File: config.mk
export PLATFORM = sky130hd
export DESIGN_NAME = abs_val_pipe
export DESIGN_NICKNAME = d
export VERILOG_FILES = /design/src/rtl/abs_val_pipe_pkg.sv /design/src/rtl/abs_pipe_stage.sv /design/src/rtl/abs_val_pipe.sv
export SDC_FILE = /design/constraint.sdc
export NUM_CORES = 1
export LEC_CHECK = 0
export CAP_MARGIN = 10
export CORE_ASPECT_RATIO = 0.5
export CORE_MARGIN = 1.5
export CORE_UTILIZATION = 53
export CTS_CLUSTER_SIZE = 14
export DETAILED_ROUTE_END_ITERATION = 7
export GPL_TIMING_DRIVEN = 0
export HOLD_SLACK_MARGIN = 0.12
export PLACE_DENSITY_LB_ADDON = 0.08
export SLEW_MARGIN = 30
export SYNTH_ARGS = -nofsm -noshare
export SYNTH_HDL_FRONTEND = slang
export SYNTH_SLANG_ARGS = --single-unit
File: constraint.sdc
create_clock -name clock -period 4.6 [get_ports clock]
set_input_delay 0.46 -clock clock [delete_from_list [all_inputs] [get_ports clock]]
set_output_delay 0.46 -clock clock [all_outputs]
set_load 0.005 [all_outputs]
File: src/rtl/abs_val_pipe_pkg.sv
`default_nettype none
// ============================================================================
// Module   : abs_val_pipe_pkg
// Purpose  : Shared helpers for signed-arithmetic blocks. Values are handled
//            sign-extended to 32 bits so one set of functions serves any
//            operand width from 2 to 32.
// Contents : abs_flags_t  - sign / most-negative flags travelling with a
//                           magnitude
//            mag_mask()   - all-ones magnitude for a given width
//            most_neg()   - -2^(width-1), sign-extended to 32 bits
//            abs_mag()    - magnitude with selectable most-negative policy
// Revision : 1.0 - initial release
// ============================================================================
package abs_val_pipe_pkg;

    localparam int CALC_W = 32;

    typedef struct packed {
        logic sign;    // sign bit of the original sample
        logic sat;     // sample was the most negative value
    } abs_flags_t;

    // Largest magnitude representable in width-1 bits.
    function automatic logic [CALC_W-1:0] mag_mask(input int width);
        return (32'd1 << (width - 1)) - 32'd1;
    endfunction

    // -2^(width-1) sign-extended to 32 bits (the complement of the mask).
    function automatic logic [CALC_W-1:0] most_neg(input int width);
        return ~mag_mask(width);
    endfunction

    // Magnitude of a sign-extended value. The most negative value has no
    // positive counterpart in width-1 bits: sat=1 clamps it to all ones,
    // sat=0 lets the negation wrap to zero. Result bits above width-2 are 0.
    function automatic logic [CALC_W-1:0] abs_mag(input logic [CALC_W-1:0] value,
                                                  input int                width,
                                                  input logic              sat);
        logic [CALC_W-1:0] mask;
        logic [CALC_W-1:0] neg;
        mask = mag_mask(width);
        neg  = ~value + 32'd1;
        if (value == most_neg(width)) begin
            return sat ? mask : 32'd0;
        end else if (value[CALC_W-1]) begin
            return neg & mask;
        end else begin
            return value & mask;
        end
    endfunction

endpackage
`default_nettype wire

File: src/rtl/abs_pipe_stage.sv
`default_nettype none
// ============================================================================
// Module   : abs_pipe_stage
// Purpose  : Generic valid/ready register slice. Accepts a new word whenever
//            its output register is empty or being drained this cycle; holds
//            its contents otherwise. in_ready has no path from in_valid.
// Ports    : clock, reset_n          - clock, async active-low reset
//            in_valid/in_ready/in_data    - upstream handshake and payload
//            out_valid/out_ready/out_data - downstream handshake and payload
// Revision : 1.0 - initial release
// ============================================================================
module abs_pipe_stage #(
    parameter int DATA_W = 8
) (
    input  logic              clock,
    input  logic              reset_n,
    input  logic              in_valid,
    output logic              in_ready,
    input  logic [DATA_W-1:0] in_data,
    output logic              out_valid,
    input  logic              out_ready,
    output logic [DATA_W-1:0] out_data
);

    // Advance when empty or when the current word leaves this cycle.
    assign in_ready = !out_valid || out_ready;

    always_ff @(posedge clock or negedge reset_n) begin
        if (!reset_n) begin
            out_valid <= 1'b0;
            out_data  <= '0;
        end else if (in_ready) begin
            out_valid <= in_valid;
            // Bubbles leave the data register untouched.
            if (in_valid) begin
                out_data <= in_data;
            end
        end
    end

endmodule
`default_nettype wire

File: src/rtl/abs_val_pipe.sv
`default_nettype none
// ============================================================================
// Module   : abs_val_pipe
// Purpose  : Two-stage pipelined signed-to-magnitude converter with a
//            valid/ready stream interface, selectable most-negative policy
//            and a running peak-magnitude tracker.
//            Stage 1 registers the raw sample; stage 2 registers magnitude,
//            sign and saturation flag. Throughput is one sample per cycle.
// Ports    : clock, reset_n              - clock, async active-low reset
//            in_valid/in_ready/in_data   - signed WIDTH-bit input stream
//            out_valid/out_ready         - output handshake
//            out_mag/out_sign/out_sat    - WIDTH-1 bit magnitude and flags
//            peak_clear                  - synchronous peak tracker clear
//            peak_mag/peak_valid         - largest transferred magnitude
// Revision : 1.0 - initial release
// ============================================================================
module abs_val_pipe
    import abs_val_pipe_pkg::*;
#(
    parameter int WIDTH = 11,   // 2..32, including sign bit
    parameter bit SAT   = 1'b1  // 1: clamp most-negative to all ones, 0: wrap to 0
) (
    input  logic             clock,
    input  logic             reset_n,
    input  logic             in_valid,
    output logic             in_ready,
    input  logic [WIDTH-1:0] in_data,
    output logic             out_valid,
    input  logic             out_ready,
    output logic [WIDTH-2:0] out_mag,
    output logic             out_sign,
    output logic             out_sat,
    input  logic             peak_clear,
    output logic [WIDTH-2:0] peak_mag,
    output logic             peak_valid
);

    localparam int MAG_W = WIDTH - 1;
    localparam int S2_W  = MAG_W + $bits(abs_flags_t);

    // ------------------------------------------------------------------
    // Stage 1: raw sample register
    // ------------------------------------------------------------------
    logic             s1_valid;
    logic             s1_ready;
    logic [WIDTH-1:0] s1_data;

    abs_pipe_stage #(
        .DATA_W (WIDTH)
    ) u_stage1 (
        .clock     (clock),
        .reset_n   (reset_n),
        .in_valid  (in_valid),
        .in_ready  (in_ready),
        .in_data   (in_data),
        .out_valid (s1_valid),
        .out_ready (s1_ready),
        .out_data  (s1_data)
    );

    // ------------------------------------------------------------------
    // Magnitude computation between the stages
    // ------------------------------------------------------------------
    logic [CALC_W-1:0] s1_ext;
    abs_flags_t        s1_flags;
    logic [MAG_W-1:0]  s1_mag;
    logic [S2_W-1:0]   s2_in;
    logic [S2_W-1:0]   s2_out;

    // Sign-extend to the package's working width.
    assign s1_ext         = CALC_W'(signed'(s1_data));
    assign s1_flags.sign  = s1_data[WIDTH-1];
    assign s1_flags.sat   = (s1_ext == most_neg(WIDTH));
    // abs_mag never sets bits above MAG_W-1, so the cast only drops zeros.
    assign s1_mag         = MAG_W'(abs_mag(s1_ext, WIDTH, SAT));
    assign s2_in          = {s1_flags, s1_mag};

    // ------------------------------------------------------------------
    // Stage 2: result register, drives the output port directly
    // ------------------------------------------------------------------
    abs_pipe_stage #(
        .DATA_W (S2_W)
    ) u_stage2 (
        .clock     (clock),
        .reset_n   (reset_n),
        .in_valid  (s1_valid),
        .in_ready  (s1_ready),
        .in_data   (s2_in),
        .out_valid (out_valid),
        .out_ready (out_ready),
        .out_data  (s2_out)
    );

    assign {out_sign, out_sat, out_mag} = s2_out;

    // ------------------------------------------------------------------
    // Peak tracker
    // ------------------------------------------------------------------
    logic out_xfer;

    assign out_xfer = out_valid && out_ready;

    always_ff @(posedge clock or negedge reset_n) begin
        if (!reset_n) begin
            peak_mag   <= '0;
            peak_valid <= 1'b0;
        end else if (out_xfer) begin
            // A clear coinciding with a transfer restarts tracking from the
            // transferred value instead of discarding it.
            if (peak_clear || !peak_valid || (out_mag > peak_mag)) begin
                peak_mag <= out_mag;
            end
            peak_valid <= 1'b1;
        end else if (peak_clear) begin
            peak_mag   <= '0;
            peak_valid <= 1'b0;
        end
    end

endmodule
`default_nettype wire

Yosys cells after proc, flatten, opt, wreduce, memory -nomap -nowiden
Index checks and enable logic that the tools add are counted.
{ "classes": {"addsub": 1, "n_reduce_logical": 12, "n_eq_ne": 2, "n_lt_le_gt_ge": 1, "mux": 7, "bitwise": 1} }
{ "ops": {"columns": ["cell", "n"], "rows": [
  ["2-to-1 mux 10 bit", 5],
  ["equality test 32 bit (second input constant)", 1],
  ["adder 10 x 1 -> 10 bit (second input constant)", 1],
  ["> comparator 10 bit", 1],
  ["NOT 10 bit", 1],
  ["AND reduction 2 bit", 3],
  ["logical OR 1 bit", 4],
  ["zero test 1 bit", 3],
  ["2-to-1 mux 1 bit", 2],
  ["inequality test 2 x 1 -> 1 bit (second input constant)", 1],
  ["nonzero test 2 bit", 1],
  ["logical AND 1 bit", 1]
]} }
{ "totals": {"word_cells": 30, "reg_bits": 36} }

Depth between registers and ports, before layout
Gate-level depths: netlist (run 1).
{ "depth": {"word_depth": 5, "mapped_depth": 7, "ltp_nobuf": 7} }

Cells and area by module
From an unflattened synthesis (run 1), not the netlist that was laid out.
{ "unflattened": {"hier_cells": 166, "hier_area_um2": 2004.4} }
{ "by_module_without_submodules": {"columns": ["module", "cells_each", "seq_area_each_um2", "area_per_inst_um2", "n_inst"], "rows": [
  ["abs_val_pipe", 110, 275.3, 939.7, 1],
  ["abs_pipe_stage at u_stage2", 29, 325.3, 550.5, 1],
  ["abs_pipe_stage at u_stage1", 27, 300.3, 514.2, 1]
]} }

Worst setup path before layout (run 1)
No wires, ideal clock.
{ "synth_timing": {"path_type": "reg2reg", "start": "reg u_stage2.out_data[7]", "end": "reg peak_mag[0]", "period_less_slack_ps": 1810, "stages_incl_launch_ff": 7, "arrival_time_ps": 1743, "slack_ps": 2790, "setup_ps": 68, "cell_sequence": "dfrtp_1 ha_1 a211oi_1 o211ai_1 a211oi_1 o21bai_1 a22o_1"} }
{ "synth_via": {"elab_chain_cells": 4} }
{ "synth_rtl": {"columns": ["item", "line_no", "source"], "rows": [
  ["from (decl)", "abs_pipe_stage.sv:22", "output logic [DATA_W-1:0] out_data"],
  ["from (signal assigned)", "abs_pipe_stage.sv:36", "out_data <= in_data;"],
  ["> comparator 10 bit", "abs_val_pipe.sv:110", "if (peak_clear || !peak_valid || (out_mag > peak_mag)) begin"],
  ["logical OR 1 bit", "abs_val_pipe.sv:110", null],
  ["inequality test 2 x 1 -> 1 bit (no source line)", null, null],
  ["AND reduction 2 bit (no source line)", null, null],
  ["to (signal assigned)", "abs_val_pipe.sv:111", "peak_mag <= out_mag;"],
  ["to (decl)", "abs_val_pipe.sv:34", "output logic [WIDTH-2:0] peak_mag,"]
]} }
No other way between the ends.
A chain may end at the register's enable or synchronous reset.

Worst setup path after layout (run 1)
{ "layout_timing": {"start": "reg u_stage2.out_data[9]", "end": "reg peak_mag[6]"} }
The elaborated chain is that of the path after synthesis.

==> results of run 1 <==
[cell usage after synthesis (all sizes together), types with 4 or more instances]
| cell type | instances | share of area (%) |
|---|---|---|
| inv | 17 | 3.5 |
| dfrtp | 36 | 50 |
| o21ai | 5 | 1.4 |
| xor2 | 4 | 1.9 |
| ha | 11 | 7.6 |
| nor2 | 16 | 3.3 |
| a21oi | 10 | 2.8 |
| nand2 | 12 | 2.6 |
| a22o | 10 | 4.9 |
| nand2b | 5 | 1.7 |
| mux2 | 11 | 6.9 |
[kinds of logic after synthesis]
kind of cell / Yosys count
AOI/OAI and AO/OA: 38
xor gates and xnor gates: 7
adders and majority gates: 11
buffers and inverters: 19
DFF: 36
muxes: 12
and+or+nand+nor: 43
[critical path: cells and delay by family, from the launching register on]
family,cells,cell delay (ns)
flip-flops,1,0.42
AO/OA/AOI/OAI,3,1.00
AND/OR/NAND/NOR,2,0.34
adder cells (fa/ha/maj),1,0.32
[where the power goes]
group          internal (mW)  leakage, nW  switching (mW)
registers              0.391        0.426          0.0825
clock network          0.103       0.0410           0.106
logic                  0.233        0.576           0.171
[through the flow]
step	worst slack (ns)	instance area [um^2]	cells
finish	2.45	2350	255
detailed placement	2.41	2270	247
global placement	2.31	2250	246
floorplan	2.79	1800	166
CTS	2.46	2350	255
global route	2.31	2350	255
[final timing paths]
kind                                        from               endpoint  slack, ns  cells past startpoint
min in group asynchronous                reset_n            peak_mag[7]       0.54                      2
setup / recovery            u_stage2.out_data[9]            peak_mag[6]       2.45                      6
max in group asynchronous                reset_n  u_stage1.out_data[10]       3.67                      3
hold / removal             u_stage2.out_data[11]  u_stage2.out_data[11]       0.48                      2
setup reg to reg            u_stage2.out_data[9]            peak_mag[6]       2.45                      6
hold reg to reg            u_stage2.out_data[11]  u_stage2.out_data[11]       0.48                      2
[metal layers]
metal,vias up,global-route usage [%],routed length [um]
met2,42,33.5,1600
li1,681,-,-
met3,4,6.34,211
met5,-,0,0
met4,0,7.74,44
met1,662,29.4,1750
[cell type report]
class	count	area share (%)
plain buffers	2	0.372
clock buffers	6	3.08
clock inverters	1	0.213
inverters	17	2.71
multi-input cells	111	35.1
flip-flops and latches	36	38.3
well taps	40	2.13
repair buffers	42	18.1
[state kept, by name (all words and copies together), names as in the netlist]
name / count
peak_valid: 1
peak_mag: 10
u_stage1.out_data: 11
u_stage1.out_valid: 1
u_stage2.out_data: 12
u_stage2.out_valid: 1
==> flow_metrics.env, run 1 <==
export IMPL_status="complete, but fails checks"
export IMPL_failed_checks="DRC"
export IMPL_crit_chain="ha_1 -> nand4_1 -> nor2_1 -> a41oi_1 -> o21bai_1 -> a22o_1"
export IMPL_post_route_period_util_pct=46.8
export IMPL_slew_violations=0
export IMPL_gp_congestion=0.809
export IMPL_cts_tree="built"
export IMPL_cp_start_kind="flop"
export IMPL_root_buffer="clkbuf_8"
export IMPL_cp_required_ns=4.82
export IMPL_die_area_mm2=0.00378
export IMPL_nets=242
export IMPL_finClkSkew_ns=0.00426
export IMPL_multi_input_area_um2=827
export IMPL_cts_buffers=5
export IMPL_port_buffers=40
export IMPL_critPathSlowestCell="o21bai_1"
export IMPL_cp_arrival_ns=2.37
export IMPL_grt_pass1_wl_um=6060
export IMPL_ys_ff_latch=36
export IMPL_hold_violations=0
export IMPL_grt_pass1_vias=1285
export IMPL_drv_cap=0
export IMPL_p_leak_nw=1.04
export IMPL_max_freq_ghz=0.465
export IMPL_dp_hpwl_um=2730
export IMPL_syn_avg_cell_area_um2=10.8
export IMPL_final_util_pct=75.5
export IMPL_rows=14
export IMPL_synth_xor_area_share_pct=3.41
export IMPL_post_cts_buffers=0
export IMPL_postCtsHoldBufs=1
export IMPL_synth_enable_flop_cells=0
export IMPL_critPathMaxStageDelay_ns=0.63
export IMPL_cellPowerDensity_mw_per_mm2=461
export IMPL_post_drt_via_cell_ratio=5.45
export IMPL_drc_errors=3
export IMPL_synth_compound_area_share_pct=14.5
export IMPL_drt_wirelength_per_cell_um=14.1
export IMPL_dr_total_vias=1389
export IMPL_pin_count=41
export IMPL_core_area_mm2=0.00312
export IMPL_clockBufferDepth=2
export IMPL_synth_top_flop_cell="dfrtp_1"
export IMPL_worstMarginPinSlew_ns=0.779
export IMPL_grt_overflow_total=0
export IMPL_post_synth_and_or_nand_nor_area_fraction_pct=12.9
export IMPL_min_period_ns=2.15
export IMPL_first_pass_iters=6
export IMPL_insertion_delay_ns=0.29
export IMPL_finalSetupTns_ns=0
export IMPL_ant_nets=0
export IMPL_path_clk_slew_ns=0.07
export IMPL_die_h_um=44.2
export IMPL_area_growth_pct=30.7
export IMPL_htreeDepth=2
export IMPL_drive_gt1_share_pct=10.7
export IMPL_synth_nets=193
export IMPL_antennaDiodeCount=0
export IMPL_synthesis_area_mm2=0.00180
export IMPL_layout_commonest_cell="clkdlybuf4s50_1"
export IMPL_grt_start_max_net_pins=30
export IMPL_synth_top_family_by_area="compound AO/OA/AOI/OAI gates"
export IMPL_rsz0062_at_grt="no"
export IMPL_post_cts_resized=0
export IMPL_crit_fanout=10
export IMPL_worstHoldPathType="reg -> reg"
export IMPL_power_mw=1.09
export IMPL_finalWirelength_um=3600
export IMPL_layout_common_cells="39 x clkdlybuf4s50_1, 36 x dfrtp_1, 17 x inv_1"
export IMPL_relSlewSlack_pct=47.9
export IMPL_path_class="reg -> reg"
export IMPL_fill_cells=212
export IMPL_ys_types=33
export IMPL_setup_viol=0
export IMPL_yosys_warnings=0
export IMPL_synth_adder_area_share_pct=7.64
export IMPL_vdd_ir_drop_max_uv=236
export IMPL_end_kind="flop"
export IMPL_clock_sinks=36
export IMPL_grt_antenna_before_repair=0
export IMPL_yosys_mux_area_fraction_pct=7.44
export IMPL_start_util_pct=57.7
export IMPL_ys_seq_area_share_pct=50.0
export IMPL_seq_area_um2=901
export IMPL_hold_slack_ns=0.484
export IMPL_drtIter0Drc=71
export IMPL_async_flop_share_pct=100
export IMPL_die_w_um=85.4
export IMPL_netlist_instances=166
export IMPL_grtUsageTotal_pct=21.5
Power figures use the tool's default switching activity.
==> run 2: changes to the inputs <==
Settings changed: CORE_UTILIZATION 53 to 45.
Clock period 4.6 ns to 1.8 ns, I/O delays scaled along.
==> flow_metrics.env, run 2 (synthesis results as in run 1) <==
export IMPL_finalWirelength_um=4350
export IMPL_drt_wirelength_per_cell_um=15.2
export IMPL_cp_required_ns=1.97
export IMPL_hold_slack_ns=0.275
export IMPL_clock_power_share_pct=18.7
export IMPL_cellPowerDensity_mw_per_mm2=1210
export IMPL_crit_buf_inv=0
export IMPL_pin_count=41
export IMPL_worstMarginPinSlew_ns=0.366
export IMPL_worstHoldPathType="in -> async"
export IMPL_antennaDiodeCount=0
export IMPL_critPathMaxStageDelay_ns=0.44
export IMPL_setup_viol=10
export IMPL_relSlewSlack_pct=75.6
export IMPL_crit_chain="ha_1 -> nand4_1 -> a211oi_2 -> a211oi_4 -> o21bai_4 -> a22o_1"
export IMPL_largest_reg_flops=12
export IMPL_p_leak_nw=1.14
export IMPL_post_route_period_util_pct=106
export IMPL_power_mw=3.18
export IMPL_clock_sinks=36
export IMPL_layout_common_cells="39 x clkdlybuf4s50_1, 34 x dfrtp_1, 17 x buf_4"
export IMPL_area_growth_pct=45.6
export IMPL_cp_start_kind="flop"
export IMPL_finClkSkew_ns=0.00394
export IMPL_slew_violations=0
export IMPL_cts_buffers=5
export IMPL_finalSetupTns_ns=-0.706
export IMPL_path_class="reg -> reg"
export IMPL_dp_cells=258
export IMPL_reg2reg_from="u_stage2.out_data[2]"
export IMPL_end_kind="flop"
export IMPL_failed_checks="setup timing"
export IMPL_die_w_um=92.5
export IMPL_die_area_mm2=0.00441
export IMPL_fill_cells=249
export IMPL_grt_start_max_net_pins=29
export IMPL_min_period_ns=1.91
export IMPL_critical_path_top_delay_family="compound AO/OA/AOI/OAI gates"
export IMPL_root_buffer="clkbuf_8"
export IMPL_r2r_cells=6
export IMPL_drtIter0Drc=101
export IMPL_ant_nets=0
export IMPL_r2r_slack_ns=-0.11
export IMPL_dr_total_vias=1487
export IMPL_grt_pass1_vias=1456
export IMPL_seqPwrFrac_pct=37.6
export IMPL_die_h_um=47.7
export IMPL_reg_largest_list="u_stage2.out_data x12, u_stage1.out_data x11, peak_mag x10"
export IMPL_insertion_delay_ns=0.29
export IMPL_final_util_pct=72.4
export IMPL_port_buffers=40
export IMPL_cp_arrival_ns=2.08
export IMPL_rows=15
export IMPL_layout_commonest_cell="clkdlybuf4s50_1"
export IMPL_max_freq_ghz=0.524
export IMPL_clockBufferDepth=2
export IMPL_vdd_ir_drop_max_uv=518
export IMPL_r2r_end="peak_mag[4]"
export IMPL_htreeDepth=2
export IMPL_drv_cap=0
export IMPL_crit_fanout=5
export IMPL_grt_pass1_wl_um=6890
export IMPL_gp_congestion=0.812
export IMPL_start_util_pct=49.7
export IMPL_hold_violations=0
export IMPL_critPathSlowestCell="dfrtp_2"
export IMPL_p_switching_mw=1.07
export IMPL_combPwrFrac_pct=43.7
export IMPL_core_area_mm2=0.00362
export IMPL_intPower_mw=2.11
export IMPL_fin_cells=286
export IMPL_grtUsageTotal_pct=21.8
export IMPL_post_drt_via_cell_ratio=5.20
export IMPL_grt_antenna_before_repair=0
export IMPL_status="complete, but fails checks"
export IMPL_dp_hpwl_um=2820
export IMPL_top_register="u_stage2.out_data"
export IMPL_nets=261
export IMPL_drc_errors=0
export IMPL_p_sw_share_pct=33.6
export IMPL_drive_gt1_share_pct=23.4
export IMPL_path_clk_slew_ns=0.07
export IMPL_setup_slack_ns=-0.107
export IMPL_rsz0062_at_grt="yes"
export IMPL_grt_overflow_total=0
export IMPL_first_pass_iters=4
export IMPL_cts_tree="built"
run 2: changes by cell type in the layout (fill, tap and decap cells not counted), sizes merged:
cell    before  now
clkinv       1    0
buf          3   20
clkbuf       7    9
o21bai       1    2
nor2        16   17
run 2: worst max-delay path by stage:
stage | slack (ns) | endpoint | cells after the start | from
global route | -0.18 | peak_mag[4] | 7 | peak_mag[1]
detailed placement | -0.27 | peak_mag[4] | 6 | u_stage2.out_data[5]
global placement | -0.25 | u_stage1.out_data[4] | 1 | reset_n
CTS | -0.05 | peak_mag[4] | 7 | u_stage2.out_data[9]
finish | -0.11 | peak_mag[4] | 6 | u_stage2.out_data[2]
floorplan | 0.02 | peak_mag[0] | 6 | u_stage2.out_data[7]
run 2: final cells by class:
class	count	area, um^2	share of cell area, %
inverters	17	63.8	2.43
clock buffers	8	90.1	3.44
flip-flops and latches	36	903	34.5
multi-input cells	113	938	35.8
repair buffers	59	553	21.1
well taps	51	63.8	2.43
plain buffers	2	8.76	0.334
run 2: per-stage QoR:
stage / setup slack [ns] / cell area [um^2]
after global routing: -0.184 / 2620
final: -0.107 / 2620
after floorplan: 0.0249 / 1800
after global placement: -0.248 / 2270
after CTS: -0.0504 / 2530
after detailed placement: -0.271 / 2280
run 2: timing repair:
action | 4_1_cts | 5_1_grt
hold buffers | 1 | 0
gates resized for setup | 7 | 10
cloned | 2 | 0
pin swaps | 4 | 11
endpoints found under the setup margin | 10 | 18
setup buffers | 12 | 6
hold endpoints to repair | 36 | 0
run 2: power groups by stage:
stage / logic [mW] / registers (mW) / clock network (mW)
after floorplan: 0.539 / 1.19 / 0
after global placement: 0.993 / 1.22 / 0
after detailed placement: 1.03 / 1.23 / 0
after CTS: 1.26 / 1.17 / 0.608
after global routing: 1.53 / 1.22 / 0.650
final: 1.39 / 1.19 / 0.593
run 2: metal layers:
metal	wire length (um)	GRT usage [%]
met5	0	0
met3	189	6.19
met1	2180	28.3
met4	55	8.92
met2	1930	35.7
==> run 3: changes to the inputs <==
Settings changed: CAP_MARGIN 10 to 20, CORE_UTILIZATION 45 to 47, CTS_BUF_LIST from default to sky130_fd_sc_hd__clkbuf_8.
==> flow_metrics.env, run 3 (synthesis results as in run 1) <==
export IMPL_design_area_mm2=0.00260
export IMPL_end_kind="flop"
export IMPL_vdd_ir_drop_max_uv=525
export IMPL_cellPowerDensity_mw_per_mm2=1220
export IMPL_rows=15
export IMPL_p_leak_nw=1.13
export IMPL_start_util_pct=50.8
export IMPL_setup_viol=10
export IMPL_worstHoldPathType="in -> async"
export IMPL_drc_errors=0
export IMPL_hold_slack_ns=0.267
export IMPL_relSlewSlack_pct=67.0
export IMPL_cp_start_kind="flop"
export IMPL_antennaDiodeCount=0
export IMPL_dp_cells=258
export IMPL_area_growth_pct=44.2
export IMPL_clock_sinks=36
export IMPL_grt_start_max_net_pins=29
export IMPL_gp_congestion=0.800
export IMPL_die_area_mm2=0.00423
export IMPL_dp_hpwl_um=2720
export IMPL_drt_wirelength_per_cell_um=14.9
export IMPL_postPlaceCellArea_mm2=0.00228
export IMPL_insertion_delay_ns=0.29
export IMPL_setup_slack_ns=-0.0594
export IMPL_cts_buffers=5
export IMPL_post_drt_via_cell_ratio=5.30
export IMPL_path_class="reg -> reg"
export IMPL_reg_largest_list="u_stage2.out_data x12, u_stage1.out_data x11, peak_mag x10"
export IMPL_cts_tree="built"
export IMPL_finalSetupTns_ns=-0.503
export IMPL_fin_cells=280
export IMPL_largest_reg_flops=12
export IMPL_drv_cap=0
export IMPL_cp_required_ns=1.98
export IMPL_post_route_period_util_pct=103
export IMPL_layout_commonest_cell="clkdlybuf4s50_1"
export IMPL_finalWirelength_um=4180
export IMPL_rsz0062_at_grt="yes"
export IMPL_max_freq_ghz=0.538
export IMPL_dr_total_vias=1485
export IMPL_top_register="u_stage2.out_data"
export IMPL_grtUsageTotal_pct=20.0
export IMPL_port_buffers=40
export IMPL_clockBufferDepth=2
export IMPL_pin_count=41
export IMPL_min_period_ns=1.86
export IMPL_drive_gt1_share_pct=21.4
export IMPL_die_h_um=46.8
export IMPL_finClkSkew_ns=0.00393
export IMPL_worstMarginPinSlew_ns=0.494
export IMPL_crit_fanout=5
export IMPL_grt_pass1_wl_um=6180
export IMPL_ant_nets=0
export IMPL_die_w_um=90.5
export IMPL_htreeDepth=2
export IMPL_layout_common_cells="39 x clkdlybuf4s50_1, 36 x dfrtp_1, 18 x inv_1"
export IMPL_core_area_mm2=0.00355
export IMPL_cp_arrival_ns=2.04
export IMPL_slew_violations=0
export IMPL_failed_checks="setup timing"
export IMPL_status="complete, but fails checks"
export IMPL_grt_overflow_total=0
export IMPL_path_clk_slew_ns=0.07
export IMPL_hold_violations=0
export IMPL_nets=255
export IMPL_first_pass_iters=4
export IMPL_grt_antenna_before_repair=0
export IMPL_final_util_pct=73.2
export IMPL_root_buffer="clkbuf_8"
export IMPL_drtIter0Drc=84
export IMPL_grt_pass1_vias=1320
-- run 3: cell count changes in the layout (fill, tap and decap cells not counted), moves of 2 or more --
cell and delta:
clkbuf_1 -2, inv_1 +2, ha_4 +2, nor2_2 -3, dfrtp_2 -2, buf_4 -5, dfrtp_1 +2, nor2_1 +2
a211oi_2 +2, ha_1 -2
-- run 3: final cells by class --
type                    count  area [um^2]
flip-flops and latches     36          901
plain buffers               2         8.76
fillers                   246          951
repair buffers             54          515
clock inverters             2         7.51
clock buffers               6         82.6
well taps                  51         63.8
multi-input cells         112          953
inverters                  17         63.8
-- run 3: final timing paths --
kind                                  startpoint                     to  slack (ns)  cells past startpoint
max                                  peak_mag[3]            peak_mag[3]       -0.06                      8
min                                      reset_n            peak_mag[1]        0.27                      2
max reg2reg                          peak_mag[3]            peak_mag[3]       -0.06                      8
min reg2reg                u_stage2.out_data[11]  u_stage2.out_data[11]        0.48                      2
max in group asynchronous                reset_n     u_stage1.out_valid        1.12                      3
min in group clock         u_stage2.out_data[11]  u_stage2.out_data[11]        0.48                      2
-- run 3: repair_timing --
item	in CTS	in global routing
endpoints found under the setup margin	10	15
hold buffers	1	0
setup buffers	7	6
cloned	1	0
resized for setup	8	8
endpoints found under the hold margin	36	0
pin swaps	5	4
-- run 3: where the power goes --
part	internal (mW)	total, mW	switching [mW]
clock	0.301	0.586	0.286
combinational	0.801	1.38	0.574
sequential	0.998	1.21	0.215
-- run 3: per-stage QoR --
step                      setup slack [ns]  power (mW)
after floorplan                     0.0249        1.73
after global placement              -0.216        2.21
after detailed placement            -0.279        2.25
after CTS                          -0.0421        2.98
after global routing                -0.133        3.36
final                              -0.0594        3.17
-- run 3: per-layer routing --
layer / up-vias / track usage, % / share of wire (%)
met4: 0 / 10.8 / 2.0
met3: 9 / 6.15 / 5.8
met1: 702 / 26.9 / 47
met2: 57 / 29.8 / 45
met5: - / 0 / 0
li1: 717 / - / -
-- run 3: critical path, stage by stage, from the launching register on --
cell and delay, ns:
dfrtp_1 0.42, inv_2 0.07, ha_4 0.28, nand4_1 0.11, a211oi_2 0.24, a211oi_2 0.07
buf_4 0.16, o21bai_4 0.20, a22o_1 0.19
